## config.mk

```make
export PLATFORM = sky130hd
export DESIGN_NAME = regress_sequencer
export DESIGN_NICKNAME = d
export VERILOG_FILES = /design/src/rtl/regress_pkg.sv /design/src/rtl/serial_word_rx.sv /design/src/rtl/regress_sequencer.sv
export SDC_FILE = /design/constraint.sdc
export NUM_CORES = 1
export LEC_CHECK = 0
export CAP_MARGIN = 25
export CORE_ASPECT_RATIO = 0.5
export CORE_UTILIZATION = 46
export CTS_CLUSTER_SIZE = 24
export DETAILED_ROUTE_END_ITERATION = 6
export PLACE_DENSITY = 0.72
export SETUP_SLACK_MARGIN = 0.2
export SYNTH_ARGS = -nofsm -noshare
export SYNTH_HDL_FRONTEND = slang
export SYNTH_SLANG_ARGS = --single-unit
export TNS_END_PERCENT = 50
```

## constraint.sdc

```tcl
create_clock -name CLK -period 2.89 [get_ports CLK]
set_clock_uncertainty 0.05 [all_clocks]
set_input_delay 0.289 -clock CLK [delete_from_list [all_inputs] [get_ports CLK]]
set_output_delay 0.289 -clock CLK [all_outputs]
set_load 0.05 [all_outputs]
```

## src/rtl/regress_pkg.sv

```systemverilog
// regress_pkg: shared types and constants for the regression sequencer.
package regress_pkg;
   localparam int LENGTH = 16;
   localparam int MAX_FEATURES = 15;
   localparam int COL_W = $clog2(MAX_FEATURES + 1);
   typedef enum logic [2:0] {IDLE, LOAD, EPOCH_START, FETCH, WAIT, UPDATE, DONE} state_t;
endpackage

```

## src/rtl/serial_word_rx.sv

```systemverilog
// serial_word_rx: LSB-first deserialiser; word_valid marks the edge sampling the last bit.
module serial_word_rx import regress_pkg::*; (
   input  logic              CLK,
   input  logic              RST,
   input  logic              clr,
   input  logic              en,
   input  logic              s,
   input  logic              s_valid,
   output logic              word_valid,
   output logic [LENGTH-1:0] word
);
   logic [LENGTH-1:0] sr;
   logic [3:0] bit_cnt;
   logic sample;
   assign sample = en & s_valid;
   assign word_valid = sample && bit_cnt == 4'd15;
   assign word = {s, sr[LENGTH-1:1]};
   always_ff @(posedge CLK or negedge RST) begin
      if (!RST) begin
         sr <= '0;
         bit_cnt <= '0;
      end else if (clr) begin
         sr <= '0;
         bit_cnt <= '0;
      end else if (sample) begin
         sr <= word;
         bit_cnt <= bit_cnt + 4'd1;
      end
   end
endmodule

```

## src/rtl/regress_sequencer.sv

```systemverilog
// regress_sequencer: loads serial samples into memory, then sequences gradient-descent epochs.
module regress_sequencer import regress_pkg::*; #(
   parameter int ADDR_WIDTH = 12,
   parameter int DEPTH = 1024
) (
   input  logic                  CLK,
   input  logic                  RST,
   input  logic                  S,
   input  logic                  s_valid,
   input  logic [COL_W-1:0]      feat,
   input  logic [7:0]            epoch,
   input  logic [ADDR_WIDTH-1:0] data_points,
   input  logic [3:0]            learn_rate,
   output logic                  wr_en,
   output logic [ADDR_WIDTH-1:0] wr_addr,
   output logic [COL_W-1:0]      wr_col,
   output logic [LENGTH-1:0]     wr_data,
   output logic                  rd_en,
   output logic [ADDR_WIDTH-1:0] rd_addr,
   input  logic                  dp_ack,
   output logic                  grad_clr,
   output logic                  upd_en,
   input  logic                  upd_ack,
   output logic [3:0]            lr_shift,
   output logic [7:0]            cur_epoch,
   output logic                  done_
);
   localparam logic [ADDR_WIDTH-1:0] ROW_MAX = ADDR_WIDTH'(DEPTH - 1);
   state_t state, state_n;
   logic [ADDR_WIDTH-1:0] row, row_n, cfg_dp;
   logic [COL_W-1:0] col, col_n, cfg_feat;
   logic [7:0] cfg_ep, ep_n;
   logic word_valid;
   logic [LENGTH-1:0] word;
   logic last_row;

   serial_word_rx u_rx (
      .CLK(CLK), .RST(RST), .clr(state == IDLE), .en(state == LOAD),
      .s(S), .s_valid(s_valid), .word_valid(word_valid), .word(word)
   );

   assign last_row = row == cfg_dp;

   always_comb begin
      state_n = state;
      row_n = row;
      col_n = col;
      ep_n = cur_epoch;
      case (state)
         IDLE: begin
            state_n = LOAD;
            row_n = '0;
            col_n = feat;
         end
         LOAD: if (word_valid) begin
            col_n = col == '0 ? cfg_feat : col - COL_W'(1);
            row_n = col == '0 && !last_row ? row + 1'b1 : row;
            if (last_row && col == '0) state_n = cfg_ep == '0 ? DONE : EPOCH_START;
         end
         EPOCH_START: begin
            row_n = '0;
            state_n = FETCH;
         end
         FETCH: state_n = WAIT;
         WAIT: if (dp_ack) begin
            state_n = last_row ? UPDATE : FETCH;
            row_n = last_row ? row : row + 1'b1;
         end
         UPDATE: if (upd_ack) begin
            ep_n = cur_epoch + 8'd1;
            state_n = ep_n == cfg_ep ? DONE : EPOCH_START;
         end
         default: ;
      endcase
   end

   // Strobes are registered from the next state so each is high exactly while its state is active.
   always_ff @(posedge CLK or negedge RST) begin
      if (!RST) begin
         state <= IDLE;
         row <= '0;
         col <= '0;
         cfg_dp <= '0;
         cfg_feat <= '0;
         cfg_ep <= '0;
         lr_shift <= '0;
         cur_epoch <= '0;
         wr_en <= 1'b0;
         wr_addr <= '0;
         wr_col <= '0;
         wr_data <= '0;
         rd_en <= 1'b0;
         rd_addr <= '0;
         grad_clr <= 1'b0;
         upd_en <= 1'b0;
         done_ <= 1'b0;
      end else begin
         state <= state_n;
         row <= row_n;
         col <= col_n;
         cur_epoch <= ep_n;
         if (state == IDLE) begin
            cfg_feat <= feat;
            cfg_ep <= epoch;
            cfg_dp <= data_points > ROW_MAX ? ROW_MAX : data_points;
            lr_shift <= learn_rate;
         end
         wr_en <= word_valid;
         if (word_valid) begin
            wr_addr <= row;
            wr_col <= col;
            wr_data <= word;
         end
         rd_en <= state_n == FETCH;
         if (state_n == FETCH) rd_addr <= row_n;
         grad_clr <= state_n == EPOCH_START;
         upd_en <= state_n == UPDATE;
         done_ <= state_n == DONE;
      end
   end
endmodule

```

==> run summary, run 1 <==
Syn_nets = 539
Vias in the first global route = 4,073
Syn Inst Count = 500
Static Leak = 3.24 nW
Fin nets = 639
Slowest Stage Delay on Critical Path = 460 ps
Initial antenna violation count = 0
CTS tree = done
R2r setup slk = 360 ps
CP startpoint kind = flip-flop
Vias per cell = 5.26
Slew Limit Fails = 0
MaxCap Viol Count = 0
Post-synth top cells = dfrtp_1 (123), mux2_2 (61), nand2_1 (54)
Hold Crit Class = in -> async
R2r startpoint = col[0]$_DFFE_PN0P_
ANT cells = 0
Root Buffer = clkbuf_16
Worst EP required = 3120 ps
TritonRoute pass-1 iters = 5
Syn Area/Cell = 11.2 sq um
Critical path class = reg -> reg
CTS H-Tree Depth = 4
Share of cells above drive strength 1 = 20.2%
CTS Buf Count = 17
Port bufs = 94
Worst-Margin Slew = 620 ps
Layout fillers = 972
Final min period = 2530 ps
Routed Antenna Nets = 0
Area leader, netlist = dfrtp_1
# DRC = 0
Crit path DAT = 2760 ps
Avg WL per Cell = 15.2 um
Setup-failing EPs final = 0
Status = completed
Setup crit start = col[0]$_DFFE_PN0P_
Clock transition at path regs = 60 ps
Slowest-stage cell, CP = or3b_4
Reg2Reg Depth = 8
Count leader, synth = dfrtp_1
Critical path capture point type = flip-flop
CORE AREA = 0.0118 sq mm
Synth cell types = 54
Total congestion overflow = 0
Ys Warns = 0
Worst-case vdd ir drop = 0.000379 V
Synth Register Bits = 123
CTS sink cnt = 123
Crit-path max FO = 12
RSZ-0062 raised after global routing = no
Max Freq = 0.395 GHz
Top-area cell type share of the netlist area = 54.9%
Area delta synth->final = 31.4%
Post-synth EDFFs = 0
Ys flop type = dfrtp_1
DIE WIDTH = 158 um
Via count = 4,096
Sequential share of the synthesized area = 54.9%
Largest net degree at the start of global routing = 65
I/O Pins = 95
Placer Congestion = 0.826
CTS Buffer Depth = 2
Synth area leaders = dfrtp_1 (55%), mux2_2 (12%), nand2_1 (3.6%), xor2_1 (3.1%), a21oi_1 (3.0%)
PwrDens = 779 mW/mm^2
Die Y = 80.1 um
Async SR Flop Fraction = 100%
Fin. Hold Viols = 0
Iteration-0 DRC count of the detailed router = 206
Critical Path, Cell by Cell = inv_1 -> ha_1 -> or3b_4 -> nor3_4 -> nor2_2 -> o22a_4 -> a221o_1 -> mux2_2
Fin crit share = 87.5%
Initial cell density of the core = 47.3%
First-pass GRT wire length = 19,700 um
FP Rows = 28
Later-pin clock latency in the skew report = 410 ps
Post-CTS Setup Inserts = 0
Total Routing Usage GR = 20.5%
Post-DP HPWL = 8090 um
Reg-to-reg endpoint = rd_addr[4]$_DFFE_PN0N_
Final wirelength = 11,800 um
Total Power = 5.74 mW
Core Util, Final = 62.2%
Setup TNS = 0 ps
Cell Area, Synth = 0.00561 sq mm
Hold slack final = 318 ps
Die Area = 0.0127 sq mm
Worst relative slew slack = 58.6%
## state kept, by name, indices dropped and copies added (netlist names), 8 cells and up
name       cells
cfg_ep         8
cur_epoch      8
row           12
wr_data       16
u_rx.sr       15
wr_addr       12
rd_addr       12
cfg_dp        12
## through the flow
step	area [sq um]	instances	worst slack, ps
CTS	7360	778	271
detailed placement	6760	745	308
floorplan	5610	500	489
global route	7370	778	195
finish	7370	778	361
global placement	6760	745	383
## placed cells by master (no fill, tap or decap), types with 8 or more instances in the layout
cell / n
nand3_1: 10
dfrtp_1: 123
clkbuf_16: 17
mux2_2: 61
xnor2_1: 10
buf_4: 13
xor2_1: 20
clkdlybuf4s50_1: 93
a21o_1: 9
a21oi_1: 34
nand2_1: 54
inv_1: 8
nor2_1: 40
## worst max-delay path: cells and delay by family (launching register included)
| kind | cells | cell delay [ps] |
|---|---|---|
| and+or+nand+nor | 3 | 720 |
| AOI/OAI and AO/OA | 2 | 630 |
| DFF | 1 | 420 |
| muxes | 1 | 260 |
| adders and majority gates | 1 | 200 |
| buffers and inverters | 1 | 120 |
## layout make-up
| type | count | area, sq um | share of cell area [%] |
|---|---|---|---|
| timing repair buffer | 109 | 1080 | 14.6 |
| multi-input combinational | 341 | 2380 | 32.4 |
| clock buffer | 17 | 425 | 5.78 |
| inverter | 8 | 30.0 | 0.408 |
| sequential | 123 | 3080 | 41.8 |
| clock inverter | 15 | 164 | 2.23 |
| tap | 165 | 206 | 2.80 |
## report_power, final
part,leakage [nW],total (mW),switching [mW],internal [mW]
Combinational,1.39,1.45,0.852,0.594
Clock,0.273,2.10,0.816,1.28
Sequential,1.58,2.20,0.207,1.99
Total,3.24,5.74,1.87,3.87
## worst max path at each step
stage / slack (ps) / cells past startpoint / to
floorplan: 490 / 10 / rd_addr[7]$_DFFE_PN0N_
global placement: 380 / 8 / rd_addr[4]$_DFFE_PN0N_
detailed placement: 310 / 8 / rd_addr[4]$_DFFE_PN0N_
CTS: 270 / 9 / rd_addr[6]$_DFFE_PN0N_
global route: 200 / 9 / rd_addr[6]$_DFFE_PN0N_
finish: 360 / 8 / rd_addr[4]$_DFFE_PN0N_
## layer usage
metal	up-vias	GRT usage [%]	share of wire [%]	routed length [um]
li1	1963	-	-	-
met1	2039	27.9	48	5680
met2	88	31.8	47	5510
met3	6	5.23	4.5	529
met4	0	7.69	0.61	72
met5	-	0	0	0
## cell families (layout without fill, tap and decap cells)
group,count (synthesis),in the layout,share of synthesized area [%]
compound gates,81,81,9.40
xor+xnor,30,30,4.69
fa+ha+maj,5,5,1.12
buf+inv,36,149,2.92
flops,123,123,54.9
mux,63,63,12.6
simple gates,162,162,14.4
## timing repair
action,CTS,global route
endpoints found under the setup margin,0,8
resized for setup,0,2
hold buffers,1,0
hold endpoints to repair,34,0
Power figures use the tool's default switching activity.
==> inputs of run 2 (changes only) <==
--- a/config.mk
+++ b/config.mk
@@ -10,6 +10,7 @@
 export CORE_UTILIZATION = 46
 export CTS_CLUSTER_SIZE = 24
 export DETAILED_ROUTE_END_ITERATION = 6
+export HOLD_SLACK_MARGIN = 0.03
 export PLACE_DENSITY = 0.72
 export SETUP_SLACK_MARGIN = 0.2
 export SYNTH_ARGS = -nofsm -noshare
==> results of run 2 <==
Same layout as run 1: the final DEF is identical, and so are final timing and power.
==> inputs of run 3 (changes only) <==
--- a/config.mk
+++ b/config.mk
@@ -10,6 +10,7 @@
 export CORE_UTILIZATION = 46
 export CTS_CLUSTER_SIZE = 24
 export DETAILED_ROUTE_END_ITERATION = 6
+export GPL_TIMING_DRIVEN = 0
 export HOLD_SLACK_MARGIN = 0.03
 export PLACE_DENSITY = 0.72
 export SETUP_SLACK_MARGIN = 0.2
==> run 3 against run 2 <==
Net effect: first-iteration DRC count decreased by 3.9%; die area did not move; count of clock-buffer cells in the layout stayed put; largest power group unchanged.
==> run summary, run 3 (same netlist as run 1, synthesis figures left out) <==
ANT cells = 0
RSZ-0062 raised after global routing = no
I/O Pins = 95
Max Freq = 0.393 GHz
Reg-to-reg endpoint = rd_addr[11]$_DFFE_PN0N_
Crit path DAT = 2850 ps
Max reg flops = 16
Total Power = 5.87 mW
Initial cell density of the core = 47.3%
Final Cell Area = 0.00747 sq mm
Vias per cell = 5.24
Placed insts = 760
CTS tree = done
TritonRoute pass-1 iters = 4
DIE WIDTH = 158 um
Largest net degree at the start of global routing = 77
Combinational power share = 25.6%
R2r startpoint = col[0]$_DFFE_PN0P_
Avg WL per Cell = 15.8 um
Root Buffer = clkbuf_16
Most common cell after layout, fill and taps aside = dfrtp_1
Layout fillers = 973
Placed cell area = 0.00678 sq mm
Fin. Hold Viols = 0
Initial antenna violation count = 0
Worst-case vdd ir drop = 0.000410 V
Reg2Reg Depth = 9
R2r setup slk = 340 ps
Iteration-0 DRC count of the detailed router = 198
Total congestion overflow = 0
Critical path capture point type = flip-flop
Area delta synth->final = 33.2%
Post-DP HPWL = 8470 um
Port bufs = 94
First-pass GRT wire length = 20,000 um
Die Area = 0.0127 sq mm
Worst-Margin Slew = 569 ps
Hold Crit Class = in -> async
Core Util, Final = 63.0%
CP startpoint kind = flip-flop
Clock group share of total power = 37.0%
Post-place setup slack = -13.7 ps
Setup ws final = 345 ps
Share of cells above drive strength 1 = 21.0%
Die Y = 80.1 um
Routed Antenna Nets = 0
MaxCap Viol Count = 0
Biggest register = wr_data
Commonest non-fill, non-tap cells in the layout = dfrtp_1 (122), clkdlybuf4s50_1 (93), mux2_2 (61)
FP Rows = 28
Post-route non-filler standard cell count = 797
Final min period = 2550 ps
Slew Limit Fails = 0
Total Routing Usage GR = 21.1%
Top flop regs = wr_data: 16 flops, u_rx.sr: 15 flops
Power Internal = 3.92 mW
CTS Buf Count = 17
CORE AREA = 0.0118 sq mm
Worst relative slew slack = 61.8%
Crit-path max FO = 10
Register area = 0.00308 sq mm
Static Leak = 3.29 nW
Placer Congestion = 0.823
Status = completed
Worst EP required = 3190 ps
# DRC = 0
Vias in the first global route = 3,956
Fin crit share = 88.1%
CTS sink cnt = 123
CTS Buffer Depth = 2
Sw frac = 33.3%
PwrDens = 786 mW/mm^2
Critical path class = reg -> reg
Later-pin clock latency in the skew report = 420 ps
Fin nets = 658
Clock transition at path regs = 70 ps
Final wirelength = 12,600 um
Multi-input logic area = 0.00240 sq mm
CTS H-Tree Depth = 4
Via count = 4,173
Setup-failing EPs final = 0
P_sw = 1.95 mW
Sequential group share of total power = 37.4%
[run 3: changes by cell type in the layout (fill, tap and decap cells not counted), moves of 2 or more]
cell        delta
clkbuf_1      +12
buf_4          -8
buf_2          +7
clkinvlp_4     -4
buf_1          +3
buf_6          +3
buf_12         -2
clkbuf_2       +2
clkinv_4       +2
inv_6          +2
nor4_1         -2
nor4_2         +2
o41ai_1        -2
o41ai_2        +2
[run 3: layer usage]
| layer | global-route usage (%) | routed length, um | vias to the layer above |
|---|---|---|---|
| met1 | 28.7 | 6100 | 2040 |
| li1 | - | - | 2009 |
| met4 | 6.44 | 117 | 0 |
| met2 | 32.2 | 5780 | 111 |
| met5 | 0 | 0 | - |
| met3 | 6.53 | 597 | 13 |
[run 3: area by class of cell]
class	count	share of cell area, %
sequential	123	41.2
tap	165	2.77
clock buffer	17	5.70
clock inverter	15	2.35
timing repair buffer	100	13.5
buffer	28	1.86
inverter	8	0.402
multi-input combinational	341	32.2
[run 3: power groups by stage]
stage	logic (mW)	clock network [mW]	registers [mW]
2_1_floorplan	0.493	0	2.68
3_3_place_gp	1.42	0	2.22
3_5_place_dp	1.45	0	2.22
4_1_cts	1.46	2.20	2.20
5_1_grt	1.62	2.28	2.23
6_report	1.50	2.17	2.19
[run 3: what timing repair did]
| item | CTS | global route |
|---|---|---|
| hold buffers | 1 | 0 |
| hold endpoints to repair | 47 | 0 |
| setup buffers | 0 | 4 |
| resized for setup | 2 | 12 |
| setup endpoints to repair | 4 | 36 |
[run 3: critical path, stage by stage, from the launching register on]
cell     delay [ps]
dfrtp_2         420
inv_2            80
ha_2            200
or3b_1          370
buf_6           150
nor3_2          260
a21oi_1         100
buf_2           230
o31ai_1         390
mux2_2          240
[run 3: metrics by stage]
| stage | TNS, ps | hold slack [ps] |
|---|---|---|
| finish | 0 | 319 |
| floorplan | 0 | -56.6 |
| CTS | 0 | 336 |
| global placement | -400700 | 437 |
| global route | 0 | 358 |
| detailed placement | -13.7 | 215 |
[run 3: how the worst max path moves through the flow]
stage,start,end,cells after the start
finish,col[0]$_DFFE_PN0P_,rd_addr[11]$_DFFE_PN0N_,9
global route,row[3]$_DFF_PN0_,rd_addr[6]$_DFFE_PN0N_,8
CTS,col[0]$_DFFE_PN0P_,rd_addr[7]$_DFFE_PN0N_,10
detailed placement,s_valid,wr_data[13]$_DFFE_PN0N_,6
global placement,RST,cfg_ep[2]$_DFFE_PN0P_,1
floorplan,col[0]$_DFFE_PN0P_,rd_addr[7]$_DFFE_PN0N_,10
==> variant, RTL diff (flow settings as in run 1) <==
Set the package constant `LENGTH` to 32 (it was 16).
--- a/src/rtl/regress_pkg.sv
+++ b/src/rtl/regress_pkg.sv
@@ -2,3 +2,3 @@
 package regress_pkg;
-   localparam int LENGTH = 16;
+   localparam int LENGTH = 32;
    localparam int MAX_FEATURES = 15;
Ports: changed (resized wr_data); port bits go from 95 to 111. No check against the original RTL was run, so the function may have changed too.
==> variant against run 1 <==
- hold slack better by 35 ps
- power is 37% higher
- synthesized area up 20%
- die area increased by 20%
- cell area is 19% higher
- sequential cell count increased by 32
- setup slack worse by 57 ps
- wire length grew 18%
- critical endpoint is now rd_addr[2]
==> variant: results (changes against run 1) <==
Crit path max-delay family=simple AND/OR/NAND/NOR gates (unchanged); Syn. warnings=0 (unchanged); largest net degree at the start of global routing=65 (unchanged); Worst Setup EP=rd_addr[2] (was rd_addr[4]); NetSw=2.73 mW (was 1.87 mW); PortBufs=110 (was 94); first drt pass iteration count=5 (unchanged); Synth Area per Inst=12.3 um^2 (was 11.2 um^2); Root Buffer=clkbuf_16 (unchanged); setup TNS=0 ps (unchanged); # Post-CTS Setup Buffers=0 (unchanged); DR iter-0 viols=234 (was 206); post-synthesis cell type count=53 (was 54); post-layout minimum cycle time=2590 ps (was 2530 ps); Placement Setup Slack=249 ps (was 308 ps); WHS=354 ps (was 318 ps); area post-placement=8070 um^2 (was 6760 um^2); cts bufs inserted=17 (unchanged); Critical path origin=row[8] (was col[0]); top_reg_cell synth=dfrtp_1 (unchanged); Worst-path clk slew=70 ps; share of cells above drive strength 1=21.0% (was 20.2%); detailed placer's ending HPWL=9.30 mm (was 8.09 mm); drt total wl=14.0 mm (was 11.8 mm); Worst R2R Setup Slack=300 ps (was 360 ps); Via density=5.30 (was 5.26); Worst Hold Class=input pin to async pin (unchanged); biggest regs=wr_data x32, u_rx.sr x31 (was wr_data x16, u_rx.sr x15); worst IR drop on VDD=576 uV (was 379 uV); routability cong.=0.865 (was 0.826); syn nets=586 (was 539); Worst-Margin Slew=910 ps (was 620 ps); Via Count=4579 (was 4096); status=finished, final reports clean (unchanged); Max stage delay on crit path=510 ps (was 460 ps); CP arrival=2830 ps (was 2760 ps); first-pass GRT wire length=23.0 mm (was 19.7 mm); vias in the first global route=4471 (was 4073); clk_lat worst skew=roughly 420 ps; largest buffer count on any clock path=2 (unchanged); GRT Util Overall=19.6% (was 20.5%); CP max-delay cell=nor4_2 (was or3b_4); placed insts=831 (was 745); Synth top cells by count=dfrtp_1 (155), mux2_2 (65), nor2_1 (43) (was dfrtp_1 (123), mux2_2 (61), nand2_1 (54)); final net count=698 (was 639); antenna diode count=0 (unchanged); H-tree depth=4 (unchanged); R2R depth=7 (was 8); CP max FO=13 (was 12); Seq/Total Area, Yosys=57.7% (was 54.9%); synth top area cells=dfrtp_1 (58%), mux2_2 (11%), a22o_1 (3.6%), xor2_1 (2.7%), nor2_1 (2.4%) (was dfrtp_1 (55%), mux2_2 (12%), nand2_1 (3.6%), xor2_1 (3.1%), a21oi_1 (3.0%)); Leakage=3.86 nW (was 3.24 nW); initial antenna violation count=0 (unchanged)
## variant: cell types whose count changed after synthesis, sizes merged, moves of 6 or more
| cell | change |
|---|---|
| dfrtp | +32 |
| a22o | +27 |
| nand2 | -22 |
| mux2 | +16 |
| a21o | -8 |
| a21oi | -7 |
| clkbuf | +7 |
| a31oi | +6 |
## variant: cell type report
class / count / area [um^2]
clock buffers: 20 / 467
clock inverters: 12 / 160
fillers: 1109 / 5160
inverters: 11 / 41.3
multi-input cells: 348 / 2710
flip-flops and latches: 155 / 3880
well taps: 192 / 240
repair buffers: 126 / 1240
## variant: cells by family after synthesis
logic type	synth area share, %
AOI/OAI and AO/OA	10.5
muxes	13.7
buffers and inverters	2.70
adders and majority gates	0.931
and+or+nand+nor	9.85
DFF	57.7
xor gates and xnor gates	4.56
## variant: layer usage
metal  up-vias  global-route usage [%]  wire length [um]
li1       2183                       -                 -
met1      2283                    26.8              6730
met2       101                    30.6              6430
met4         0                    5.95               142
met3        12                    5.63               673
met5         -                       0                 0
## variant: worst register-to-register path: cells and delay by family, from the launching register on
family | cells | cell delay, ps
compound gates | 1 | 330
simple gates | 3 | 840
mux | 1 | 330
buf+inv | 1 | 220
xor+xnor | 1 | 210
flops | 1 | 480
## variant: power by group through the flow
stage                     clock network (mW)  registers [mW]  logic (mW)
after floorplan                            0            3.75       0.978
final                                   2.34            3.14        2.38
after detailed placement                   0            3.17        2.36
after CTS                               2.38            3.14        2.37
after global placement                     0            3.16        2.31
after global routing                    2.48            3.22        2.55
## variant: timing repair
action | CTS | global route
resized for setup | 0 | 2
endpoints found under the hold margin | 60 | 0
hold buffers | 1 | 0
setup endpoints to repair | 0 | 12
